$ cat src/rtl/hamming_byte_enc_seq_if.sv
// Byte-in / codeword-out handshake bundle for the Hamming byte sequencer.
// Latency: none, wiring only.
// Backpressure: valid/ready on both channels; the slave owns in_ready and the out_* channel.
interface hamming_byte_enc_seq_if;
    logic       in_valid;
    logic       in_ready;
    logic [7:0] in_data;
    logic       out_valid;
    logic       out_ready;
    logic [7:0] out_code;
    logic       out_last;

    // Encoder side: consumes bytes, produces codewords
    modport slave (
        input  in_valid, in_data, out_ready,
        output in_ready, out_valid, out_code, out_last
    );

    // Source/sink side: produces bytes, consumes codewords
    modport master (
        output in_valid, in_data, out_ready,
        input  in_ready, out_valid, out_code, out_last
    );
endinterface

$ cat src/rtl/hamming_byte_enc_seq.sv
// Splits each byte into two nibbles and emits each as a Hamming(7,4)+overall-parity codeword.
// Latency: first codeword 1 cycle after byte accept, second 1 cycle after first is taken.
// Backpressure: out_code/out_last held stable while out_ready=0; in_ready opens only in IDLE or on the final handshake.
// Optional: define HAMMING_SEQ_CNT_EN to add cnt_bytes, a wrapping count of fully delivered bytes.
module hamming_byte_enc_seq #(
    parameter bit MSN_FIRST = 1'b0
) (
    input  logic                   clk,
    input  logic                   rst,
    hamming_byte_enc_seq_if.slave  bus,
    output logic                   busy
`ifdef HAMMING_SEQ_CNT_EN
    ,
    output logic [15:0]            cnt_bytes
`endif
);

    typedef enum logic [1:0] {
        IDLE  = 2'd0,
        SEND0 = 2'd1,
        SEND1 = 2'd2
    } state_t;

    state_t     r_state;
    state_t     w_state_nxt;
    logic [7:0] r_data;
    logic [7:0] r_code;
    logic       r_last;
    logic       w_in_ready;
    logic       w_accept;
    logic       w_load_second;

    // {overall_parity, d3, d2, d1, p4, d0, p2, p1}
    function automatic logic [7:0] enc(input logic [3:0] d);
        logic [6:0] h;
        h = {d[3], d[2], d[1], d[1] ^ d[2] ^ d[3], d[0], d[0] ^ d[2] ^ d[3], d[0] ^ d[1] ^ d[3]};
        return {^h, h};
    endfunction

    function automatic logic [3:0] first_nib(input logic [7:0] b);
        return MSN_FIRST ? b[7:4] : b[3:0];
    endfunction

    function automatic logic [3:0] second_nib(input logic [7:0] b);
        return MSN_FIRST ? b[3:0] : b[7:4];
    endfunction

    // State register
    always_ff @(posedge clk) begin
        if (rst) begin
            r_state <= IDLE;
        end else begin
            r_state <= w_state_nxt;
        end
    end

    // Next state and handshake decode; SEND1 hands straight over to a new byte with no bubble
    always_comb begin
        w_state_nxt   = r_state;
        w_in_ready    = 1'b0;
        w_load_second = 1'b0;
        case (r_state)
            IDLE: begin
                w_in_ready = 1'b1;
                if (bus.in_valid) begin
                    w_state_nxt = SEND0;
                end
            end
            SEND0: begin
                if (bus.out_ready) begin
                    w_load_second = 1'b1;
                    w_state_nxt   = SEND1;
                end
            end
            SEND1: begin
                if (bus.out_ready) begin
                    w_in_ready  = 1'b1;
                    w_state_nxt = bus.in_valid ? SEND0 : IDLE;
                end
            end
            default: begin
                w_state_nxt = IDLE;
            end
        endcase
        w_accept = bus.in_valid & w_in_ready;
    end

    // Byte capture and codeword register; untouched unless a handshake advances the sequence
    always_ff @(posedge clk) begin
        if (rst) begin
            r_data <= 8'h00;
            r_code <= 8'h00;
            r_last <= 1'b0;
        end else if (w_accept) begin
            r_data <= bus.in_data;
            r_code <= enc(first_nib(bus.in_data));
            r_last <= 1'b0;
        end else if (w_load_second) begin
            r_code <= enc(second_nib(r_data));
            r_last <= 1'b1;
        end
    end

`ifdef HAMMING_SEQ_CNT_EN
    logic [15:0] r_cnt;

    // Count bytes whose final codeword was taken; wraps naturally at 16 bits
    always_ff @(posedge clk) begin
        if (rst) begin
            r_cnt <= 16'h0000;
        end else if ((r_state != IDLE) && bus.out_ready && r_last) begin
            r_cnt <= r_cnt + 16'd1;
        end
    end

    assign cnt_bytes = r_cnt;
`endif

    assign bus.in_ready  = w_in_ready;
    assign bus.out_valid = (r_state != IDLE);
    assign bus.out_code  = r_code;
    assign bus.out_last  = r_last;
    assign busy          = (r_state != IDLE);

endmodule
$ cat src/flat_wrapper.sv
// flat-port wrapper written by rule: the top's interface ports become plain ports
module hamming_byte_enc_seq_flat 
#(
    parameter bit MSN_FIRST = 1'b0
)
  (clk, rst, busy, bus_in_valid, bus_in_data, bus_out_ready, bus_in_ready, bus_out_valid, bus_out_code, bus_out_last);
  hamming_byte_enc_seq_if bus_i ();
  input  logic clk;
  input  logic rst;
  output logic busy;
  input wire logic [$bits(bus_i.in_valid)-1:0] bus_in_valid;
  input wire logic [$bits(bus_i.in_data)-1:0] bus_in_data;
  input wire logic [$bits(bus_i.out_ready)-1:0] bus_out_ready;
  output wire logic [$bits(bus_i.in_ready)-1:0] bus_in_ready;
  output wire logic [$bits(bus_i.out_valid)-1:0] bus_out_valid;
  output wire logic [$bits(bus_i.out_code)-1:0] bus_out_code;
  output wire logic [$bits(bus_i.out_last)-1:0] bus_out_last;
  assign bus_i.in_valid = bus_in_valid;
  assign bus_i.in_data = bus_in_data;
  assign bus_i.out_ready = bus_out_ready;
  assign bus_in_ready = bus_i.in_ready;
  assign bus_out_valid = bus_i.out_valid;
  assign bus_out_code = bus_i.out_code;
  assign bus_out_last = bus_i.out_last;
  hamming_byte_enc_seq #(.MSN_FIRST(MSN_FIRST)) u_core (.clk(clk), .rst(rst), .bus(bus_i), .busy(busy));
endmodule
$ cat config.mk
export PLATFORM = sky130hd
export DESIGN_NAME = hamming_byte_enc_seq_flat
export DESIGN_NICKNAME = d
export VERILOG_FILES = /design/src/rtl/hamming_byte_enc_seq_if.sv /design/src/rtl/hamming_byte_enc_seq.sv /design/src/flat_wrapper.sv
export SDC_FILE = /design/constraint.sdc
export NUM_CORES = 1
export LEC_CHECK = 0
export ABC_AREA = 0
export ABC_CLOCK_PERIOD_IN_PS = 2050
export BUFFER_PORTS_ARGS = -buffer_cell sky130_fd_sc_hd__clkbuf_2
export CAP_MARGIN = 20
export CELL_PAD_IN_SITES_DETAIL_PLACEMENT = 0
export CELL_PAD_IN_SITES_GLOBAL_PLACEMENT = 1
export CORE_UTILIZATION = 41
export DETAILED_ROUTE_END_ITERATION = 16
export GPL_TIMING_DRIVEN = 0
export PLACE_DENSITY = 0.86
export SYNTH_ARGS = -nofsm -noshare
export SYNTH_HDL_FRONTEND = slang
export SYNTH_SLANG_ARGS = --single-unit
$ cat constraint.sdc
create_clock -name clk -period 2.05 [get_ports clk]
set_input_delay 0.1025 -clock clk [delete_from_list [all_inputs] [get_ports clk]]
set_output_delay 0.1025 -clock clk [all_outputs]
set_load 0.02 [all_outputs]
==> results of run 1 <==
==> layout by cell type, fill, tap and decap left out, types with 2 or more instances in the layout <==
cell	n
clkbuf_1	2
a21oi_1	8
nor2b_1	2
nor3_1	5
xnor3_1	4
nand3_1	4
o211ai_1	3
a311oi_1	4
nand2_1	10
o21ai_0	4
xnor3_2	2
buf_4	3
nor2_1	6
clkbuf_4	3
buf_6	3
o32a_1	3
clkbuf_2	23
dfxtp_1	15
==> synth_stat cells, drive strengths merged (2+ instances only) <==
cell type	instances
a21oi	8
o211ai	3
nor3	5
nand2b	2
clkbuf	2
a311oi	4
dfxtp	15
nor2	6
buf	7
nor2b	2
o32a	3
xnor3	6
nand3	4
o21ai	4
nand2	10
==> power by group through the flow <==
stage	clock network [uW]	registers (uW)	logic, uW
after floorplan	0	356	137
after global placement	0	337	214
after detailed placement	0	339	215
after CTS	178	332	216
after global routing	194	335	234
final	172	332	214
==> metrics by stage <==
step / util / cells / worst slack, ns / area [um2]
4_1_cts: 0.533 / 144 / 0.612 / 1070
2_1_floorplan: - / 90 / 0.902 / 891
3_3_place_gp: 0.519 / 140 / 0.772 / 1040
3_5_place_dp: 0.519 / 140 / 0.746 / 1040
6_report: 0.533 / 144 / 0.627 / 1070
5_1_grt: 0.533 / 144 / 0.526 / 1070
==> flip-flops by register name, summed over array words and instances (netlist names) <==
register and cells:
u_core.r_state 2, u_core.r_data 4, u_core.bus.out_code 8, u_core.bus.out_last 1
==> routing by layer <==
| layer | vias to the layer above | track usage |
|---|---|---|
| met1 | 356 | 0.226 |
| met2 | 20 | 0.273 |
| met3 | 2 | 0.0409 |
| li1 | 384 | - |
| met4 | 0 | 0.0588 |
| met5 | - | 0 |
==> cells by family after synthesis <==
family | count (synthesis) | synth area share
DFF | 15 | 0.337
AOI/OAI and AO/OA | 25 | 0.194
and+or+nand+nor | 32 | 0.180
buffers and inverters | 9 | 0.0885
xor gates and xnor gates | 9 | 0.201
==> worst max-delay path by stage <==
| stage | startpoint | depth (start not counted) | end | slack [ns] |
|---|---|---|---|---|
| after floorplan | u_core.r_state[0] | 4 | u_core.bus.out_code[7] | 0.90 |
| after global placement | u_core.r_state[0] | 4 | u_core.bus.out_code[7] | 0.77 |
| after detailed placement | u_core.r_state[0] | 4 | u_core.bus.out_code[7] | 0.75 |
| after CTS | u_core.r_state[1] | 5 | bus_in_ready | 0.61 |
| after global routing | u_core.r_state[1] | 5 | bus_in_ready | 0.53 |
| final | u_core.r_state[1] | 5 | bus_in_ready | 0.63 |
==> cell type report <==
type | instances | area, um2
fillers | 186 | 936
repair buffers | 23 | 115
flip-flops and latches | 15 | 300
plain buffers | 9 | 78.8
clock buffers | 4 | 26.3
multi-input cells | 66 | 512
well taps | 27 | 33.8
==> critical path, stage by stage (launching register included) <==
cell,delay [ns]
dfxtp_1,0.39
nor2b_1,0.15
buf_4,0.16
buf_6,0.14
nor2_1,0.04
clkbuf_2,0.14
==> results.md, run 1 <==
* Status: finished, final reports clean
* Synth-to-Final Area Change at 19.7%
* # diodes at 0
* Relative slew slack at 0.719
* Slew Limit Fails at 0
* Top Layer Used: met4
* Ports at 24
* FF-to-FF setup slack at 0.72 ns
* RSZ-0062 raised after global routing: no
* YS warnings at 0
* Nets at 130
* Chip width at 48.6 um
* Net Count, Synth at 102
* First-pass GRT wire length at 3100 um
* Layout Skew at 0.00193 ns
* Inserted Clock Buffers at 3
* Postcts setup bufs at 0
* Arr. time, crit path at 1.32 ns
* Slew at the pin with the worst max-slew slack at 0.420 ns
* Crit. End Element: primary output
* Power Density at 674 nW/um2
* Die ar. at 2360 um2
* Final Cycle Share at 0.694
* DRT Pass-1 Iters at 4
* Post-CTS sizing at 0
* Net Sw Frac at 0.304
* Hold path endpoint: u_core.r_data[6]
* Vias/cell at 5.29
* Grt ovf at 0
* Max FO, Critical Path at 10
* WL met3 at 96 um
* Hold path cells at 3
* Pint at 500 uW
* Die height at 48.6 um
* Synth unique cells at 29
* Root Driver: clkbuf_4
* FF-to-FF Start: u_core.r_state[0]
* Pleak at 0.000468 uW
* VDD IR-drop max at 0.327 mV
* Number of global-route vias before repair at 674
* Ranking of synthesized cells by area: dfxtp_1 (34%), xnor3_1 (10%), xnor3_2 (5.3%), a21oi_1 (4.5%), nand2_1 (4.2%)
* CTS Sinks at 15
* Fin Hold WS at 0.0450 ns
* Initial antenna violation count at 0
* Psw at 218 uW
* Sequential share of power at 0.462
* R2r endpoint: u_core.bus.out_code[7]
* Gate power share at 0.298
* Final GP Congestion at 0.785
* Rows at 16
* Final ANT Viol Nets at 0
* Ys async rst share at 0
* Setup TNS at 0 ns
* Synth top area share at 0.337
* Largest net degree at the start of global routing at 11
* Dominant cell type by area after synthesis: dfxtp_1
* Post-Synthesis Cells at 90
* Flops & latches, synth at 15
* Layout cells sized above 1 at 0.325
* Total power at 718 uW
* Clock buffer depth at 2
* Number of max-cap violations at 0
* Hold Fails Final Rpt at 0
* CTS Hold Bufs at 0
* Tmin final at 1.42 ns
* Setup-failing EPs final at 0
* Clock power frac at 0.240
* Post-DP HPWL at 1380 um
* H-tree lvl count at 1
* Starting Density at 0.445
* Worst EP required at 1.95 ns
* CTS tree: built
* Worst setup SP type: flip-flop
* Overall routing resource usage at 0.172
* Worst-path clk slew at 0.09 ns
* Routed length per instance at 12.8 um
* Netlist Area Pre-Place at 891 um2
* Synthesized area per cell at 9.90 um2
* Hold path startpoint: bus_in_data[6]
* Core area at 2000 um2
* Post-Route WL at 1850 um
* Initial DRC Count at 15
* Crit Path Class: reg -> out
* Metal2 WL at 894 um
* Routed via count at 762
* Top achievable clock speed at 703 MHz
* Register area share after synthesis at 0.337
* Clock Latency Late Sink at 0.28 ns
* Post-synth EDFFs at 0
* DRC errors left at 0
* Routed met1 length at 843 um
* Top_reg_cell synth: dfxtp_1
* HP Class: in -> reg
* IO buf count at 23
* Worst R2R Path Depth at 4
(Power assumes the default switching activity.)
==> run 2: changes to the inputs <==
--- a/config.mk
+++ b/config.mk
@@ -6,15 +6,15 @@
 export NUM_CORES = 1
 export LEC_CHECK = 0
 export ABC_AREA = 0
-export ABC_CLOCK_PERIOD_IN_PS = 2050
+export ABC_CLOCK_PERIOD_IN_PS = 1350
 export BUFFER_PORTS_ARGS = -buffer_cell sky130_fd_sc_hd__clkbuf_2
 export CAP_MARGIN = 20
 export CELL_PAD_IN_SITES_DETAIL_PLACEMENT = 0
 export CELL_PAD_IN_SITES_GLOBAL_PLACEMENT = 1
-export CORE_UTILIZATION = 41
+export CORE_UTILIZATION = 38
 export DETAILED_ROUTE_END_ITERATION = 16
 export GPL_TIMING_DRIVEN = 0
-export PLACE_DENSITY = 0.86
+export PLACE_DENSITY = 0.81
 export SYNTH_ARGS = -nofsm -noshare
 export SYNTH_HDL_FRONTEND = slang
 export SYNTH_SLANG_ARGS = --single-unit
==> constraint.sdc (replaced) <==
create_clock -name clk -period 1.35 [get_ports clk]
set_input_delay 0.0675 -clock clk [delete_from_list [all_inputs] [get_ports clk]]
set_output_delay 0.0675 -clock clk [all_outputs]
set_load 0.02 [all_outputs]
==> run 2 against run 1 <==
Die area up 7.6%; clock skew about the same; register-to-register slack worse by 0.64 ns; first-iteration DRC count up 40%; via count up 0.52%; sequential power up 52%; power up 52%; critical path type unchanged.
==> results.md, run 2 (synthesis results as in run 1) <==
* Post-Route WL at 1960 um
* Top Layer Used: met4
* Routed length per instance at 13.5 um
* Crit. End Element: primary output
* Fin Hold WS at 0.0141 ns
* Clock power frac at 0.232
* CP Cell Sequence: buf_6 -> or2_4 -> buf_4 -> buf_4
* Inserted Clock Buffers at 3
* Status: finished, final reports clean
* CP max stage cell: dfxtp_2
* Top achievable clock speed at 779 MHz
* CTS Hold Bufs at 0
* Setup TNS at 0 ns
* First-pass GRT wire length at 3140 um
* Initial DRC Count at 21
* Root Driver: clkbuf_4
* Pleak at 0.000477 uW
* Largest net degree at the start of global routing at 18
* Cell mode on critical path: buf_4
* Clock Latency Late Sink at 0.28 ns
* Tmin final at 1.28 ns
* Grt ovf at 0
* IO buf count at 23
* Final GP Congestion at 0.752
* Nets at 130
* Starting Density at 0.403
* Crit Path Class: reg -> out
* Layout Skew at 0.00189 ns
* Arr. time, crit path at 1.22 ns
* Setup-failing EPs final at 0
* Slew Limit Fails at 0
* Routed via count at 766
* Commonest non-fill, non-tap cell in the layout: clkbuf_2
* Routed met1 length at 974 um
* Post-DP HPWL at 1450 um
* Hold Fails Final Rpt at 0
* Relative slew slack at 0.776
* H-tree lvl count at 1
* Ports at 24
* Die ar. at 2540 um2
* Total power at 1090 uW
* Final Cycle Share at 0.951
* Gate power share at 0.306
* Metal2 WL at 904 um
* Overall routing resource usage at 0.168
* Worst-path clk slew at 0.09 ns
* HP Class: in -> reg
* CTS tree: built
* Chip width at 50.4 um
* Initial antenna violation count at 0
* Final ANT Viol Nets at 0
* Pint at 768 uW
* Sequential share of power at 0.462
* # fillers at 225
* Slew at the pin with the worst max-slew slack at 0.327 ns
* Net Sw Frac at 0.299
* Worst EP required at 1.28 ns
* VDD IR-drop max at 0.571 mV
* Rows at 17
* Number of global-route vias before repair at 653
* Layout cells sized above 1 at 0.368
* Clock buffer depth at 2
* WL met3 at 69 um
* Synth-to-Final Area Change at 22.1%
* Worst setup SP type: flip-flop
* DRC errors left at 0
* Vias/cell at 5.28
* Die height at 50.4 um
* Power Density at 1010 nW/um2
* Dpl cell area at 1040 um2
* RSZ-0062 raised after global routing: no
* # diodes at 0
* Storage element area at 303 um2
* Max reg flops at 8
* Core area at 2210 um2
* Psw at 327 uW
* Number of max-cap violations at 0
* CTS Sinks at 15
* Multi-input combinational cell area at 518 um2
* Most frequent cells in the layout: clkbuf_2 (21), dfxtp_1 (13), nand2_1 (10), a21oi_1 (8), nor2_1 (6)
* CP peak stage delay at 0.33 ns
* Post-route cell area at 1090 um2
* DRT Pass-1 Iters at 4
* Max FO, Critical Path at 9
==> run 2: cell types whose count changed in the layout (fill, tap and decap cells not counted), sizes merged <==
cell and delta:
buf +1, clkbuf -1
==> run 2: power groups by stage <==
stage               Combinational, uW  Clock (uW)  Sequential (uW)
detailed placement                329           0              515
floorplan                         208           0              541
CTS                               330         265              505
finish                            335         254              506
global route                      362         286              510
global placement                  326           0              513
==> run 2: layout make-up <==
cell class | instances | share of cell area
plain buffers | 7 | 0.0644
well taps | 28 | 0.0322
repair buffers | 25 | 0.124
clock buffers | 4 | 0.0242
flip-flops and latches | 15 | 0.278
multi-input cells | 66 | 0.476
==> run 2: critical path, delay by kind of cell, from the launching register on <==
family / cells / cell delay, ns
flip-flops: 1 / 0.33
AND/OR/NAND/NOR: 1 / 0.22
buffers and inverters: 3 / 0.39
==> run 2: worst paths after layout <==
kind,start,end,slack [ns],depth (start not counted)
max,u_core.r_state[0],busy,0.07,4
min,bus_in_data[4],u_core.r_data[4],0.01,3
max reg2reg,u_core.r_data[5],u_core.bus.out_code[3],0.08,3
min reg2reg,u_core.bus.out_code[1],u_core.bus.out_code[1],0.49,2
==> run 2: repair_timing <==
item	CTS	global route
buffers inserted	0	2
pin swaps	0	0
gates resized for setup	3	7
endpoints found under the setup margin	4	3
==> run 2: per-stage QoR <==
| stage | instances | setup WS, ns | util |
|---|---|---|---|
| after floorplan | 90 | 0.202 | - |
| after global placement | 141 | 0.0590 | 0.471 |
| after detailed placement | 141 | -0.00222 | 0.471 |
| after CTS | 143 | -0.000532 | 0.479 |
| after global routing | 145 | 0.0243 | 0.492 |
| final | 145 | 0.0660 | 0.492 |
==> run 2: layer usage <==
metal / track usage / up-vias
li1: - / 385
met1: 0.247 / 364
met2: 0.240 / 15
met3: 0.0273 / 2
met4: 0.0694 / 0
met5: 0 / -
==> run 3: changes to the inputs <==
==> constraint.sdc (replaced) <==
create_clock -name clk -period 1.35 [get_ports clk]
set_input_delay 0.27 -clock clk [delete_from_list [all_inputs] [get_ports clk]]
set_output_delay 0.27 -clock clk [all_outputs]
set_load 0.02 [all_outputs]
==> run 3 against run 2 <==
Setup slack worse by 0.027 ns; via count up 1.2%; clock-buffer cell count unchanged; fmax down 2.1%; die area unchanged; power up 1.4%; design area up 1.5%; combinational power up 3%; clock skew up 0.0051 ns; first-iteration DRC count down 4.8%; final cell count down 1.4%; core utilization up 0.74 points; critical endpoint is now bus_out_valid; highest routed layer unchanged.
==> results.md, run 3 (synthesis results as in run 1) <==
* Status: finished, final reports clean
* Root Driver: clkbuf_4
* Pint at 776 uW
* Worst-path clk slew at 0.09 ns
* Final Cycle Share at 0.971
* Max FO, Critical Path at 7
* Initial antenna violation count at 0
* # diodes at 0
* Max reg flops at 8
* Most frequent cells in the layout: clkbuf_2 (20), dfxtp_1 (13), nand2_1 (10), a21oi_1 (8)
* Tmin final at 1.31 ns
* Critical path origin: u_core.r_state[0]
* Routed length per instance at 14.2 um
* Inserted Clock Buffers at 3
* Net Sw Frac at 0.301
* CTS Sinks at 15
* Crit Path Class: reg -> out
* Die height at 50.4 um
* Storage element area at 305 um2
* Layout cells sized above 1 at 0.374
* End of the critical path: bus_out_valid
* Crit. End Element: primary output
* Largest net degree at the start of global routing at 17
* Vias/cell at 5.42
* Multi-input combinational cell area at 533 um2
* CTS tree: built
* Overall routing resource usage at 0.168
* Ports at 24
* DRC errors left at 0
* Chip width at 50.4 um
* Pleak at 0.000474 uW
* Number of max-cap violations at 0
* Psw at 334 uW
* IO buf count at 23
* Power Density at 1010 nW/um2
* Slew Limit Fails at 0
* Layout Skew at 0.00694 ns
* DRT Pass-1 Iters at 4
* Starting Density at 0.403
* Final GP Congestion at 0.752
* First-pass GRT wire length at 3150 um
* FF-to-FF Start: u_core.r_data[5]
* Setup-failing EPs final at 0
* # fillers at 223
* Nets at 128
* R2r endpoint: u_core.bus.out_code[3]
* FF-to-FF setup slack at 0.07 ns
* Initial DRC Count at 20
* Top achievable clock speed at 763 MHz
* VDD IR-drop max at 0.572 mV
* Slew at the pin with the worst max-slew slack at 0.311 ns
* Number of global-route vias before repair at 655
* Total power at 1110 uW
* Clock Latency Late Sink at 0.28 ns
* Synth-to-Final Area Change at 23.9%
* Setup TNS at 0 ns
* Grt ovf at 0
* Core area at 2210 um2
* Final ANT Viol Nets at 0
* Commonest non-fill, non-tap cell in the layout: clkbuf_2
* Relative slew slack at 0.787
* Hold Fails Final Rpt at 0
* Fin util at 0.499
* Routed via count at 775
* HP Class: in -> reg
* Sequential share of power at 0.458
* Rows at 17
* Post-DP HPWL at 1450 um
* H-tree lvl count at 1
* Post-Route WL at 2030 um
* Clock buffer depth at 2
* Worst EP required at 1.08 ns
* Worst setup SP type: flip-flop
* Gate power share at 0.312
* Die ar. at 2540 um2
* Arr. time, crit path at 1.04 ns
* Worst R2R Path Depth at 3
* Clock power frac at 0.230
[run 3: changes by cell type in the layout (fill, tap and decap cells not counted), sizes merged]
cell and change:
buf +1, clkbuf -3
[run 3: worst max-delay path: stages, from the launching register on]
cell and delay (ns):
dfxtp_4 0.37, or2_4 0.26, buf_6 0.13
[run 3: layer usage]
layer	up-vias	global-route usage	wire (um)
met2	18	0.244	963
met5	-	0	0
li1	379	-	-
met4	0	0.0694	13
met3	2	0.0273	71
met1	376	0.245	979
[run 3: worst min-delay path by stage]
stage                                      start                      to  slack [ns]  cells past startpoint
after floorplan                              rst  u_core.bus.out_code[2]        0.34                      1
after global routing              bus_in_data[6]        u_core.r_data[6]        0.21                      3
after CTS                         bus_in_data[4]        u_core.r_data[4]        0.21                      3
after detailed placement  u_core.bus.out_code[6]  u_core.bus.out_code[6]        0.48                      2
final                             bus_in_data[4]        u_core.r_data[4]        0.21                      3
after global placement    u_core.bus.out_code[0]  u_core.bus.out_code[0]        0.47                      2
[run 3: layout make-up]
class	instances	share of cell area
flip-flops and latches	15	0.277
repair buffers	26	0.149
plain buffers	4	0.0363
multi-input cells	66	0.483
clock buffers	4	0.0238
well taps	28	0.0317
[run 3: what timing repair did]
action                                  CTS  global route
pin swaps                                 1             0
hold buffers                              0             0
gates resized for setup                   7            15
setup buffers                             3             0
endpoints found under the setup margin    6             7
[run 3: power groups by stage]
stage	Clock, uW	Sequential, uW	Combinational (uW)
5_1_grt	285	513	372
3_5_place_dp	0	515	329
4_1_cts	265	507	331
3_3_place_gp	0	513	326
2_1_floorplan	0	541	208
6_report	256	508	346
[run 3: metrics by stage]
step | worst slack [ns] | instances | instance area (um2) | hold WS, ns
2_1_floorplan | 0.0864 | 90 | 891 | 0.342
3_3_place_gp | 0.0305 | 141 | 1040 | 0.472
3_5_place_dp | -0.0196 | 141 | 1040 | 0.481
4_1_cts | -0.0307 | 144 | 1080 | 0.209
5_1_grt | -0.00755 | 143 | 1100 | 0.210
6_report | 0.0389 | 143 | 1100 | 0.212
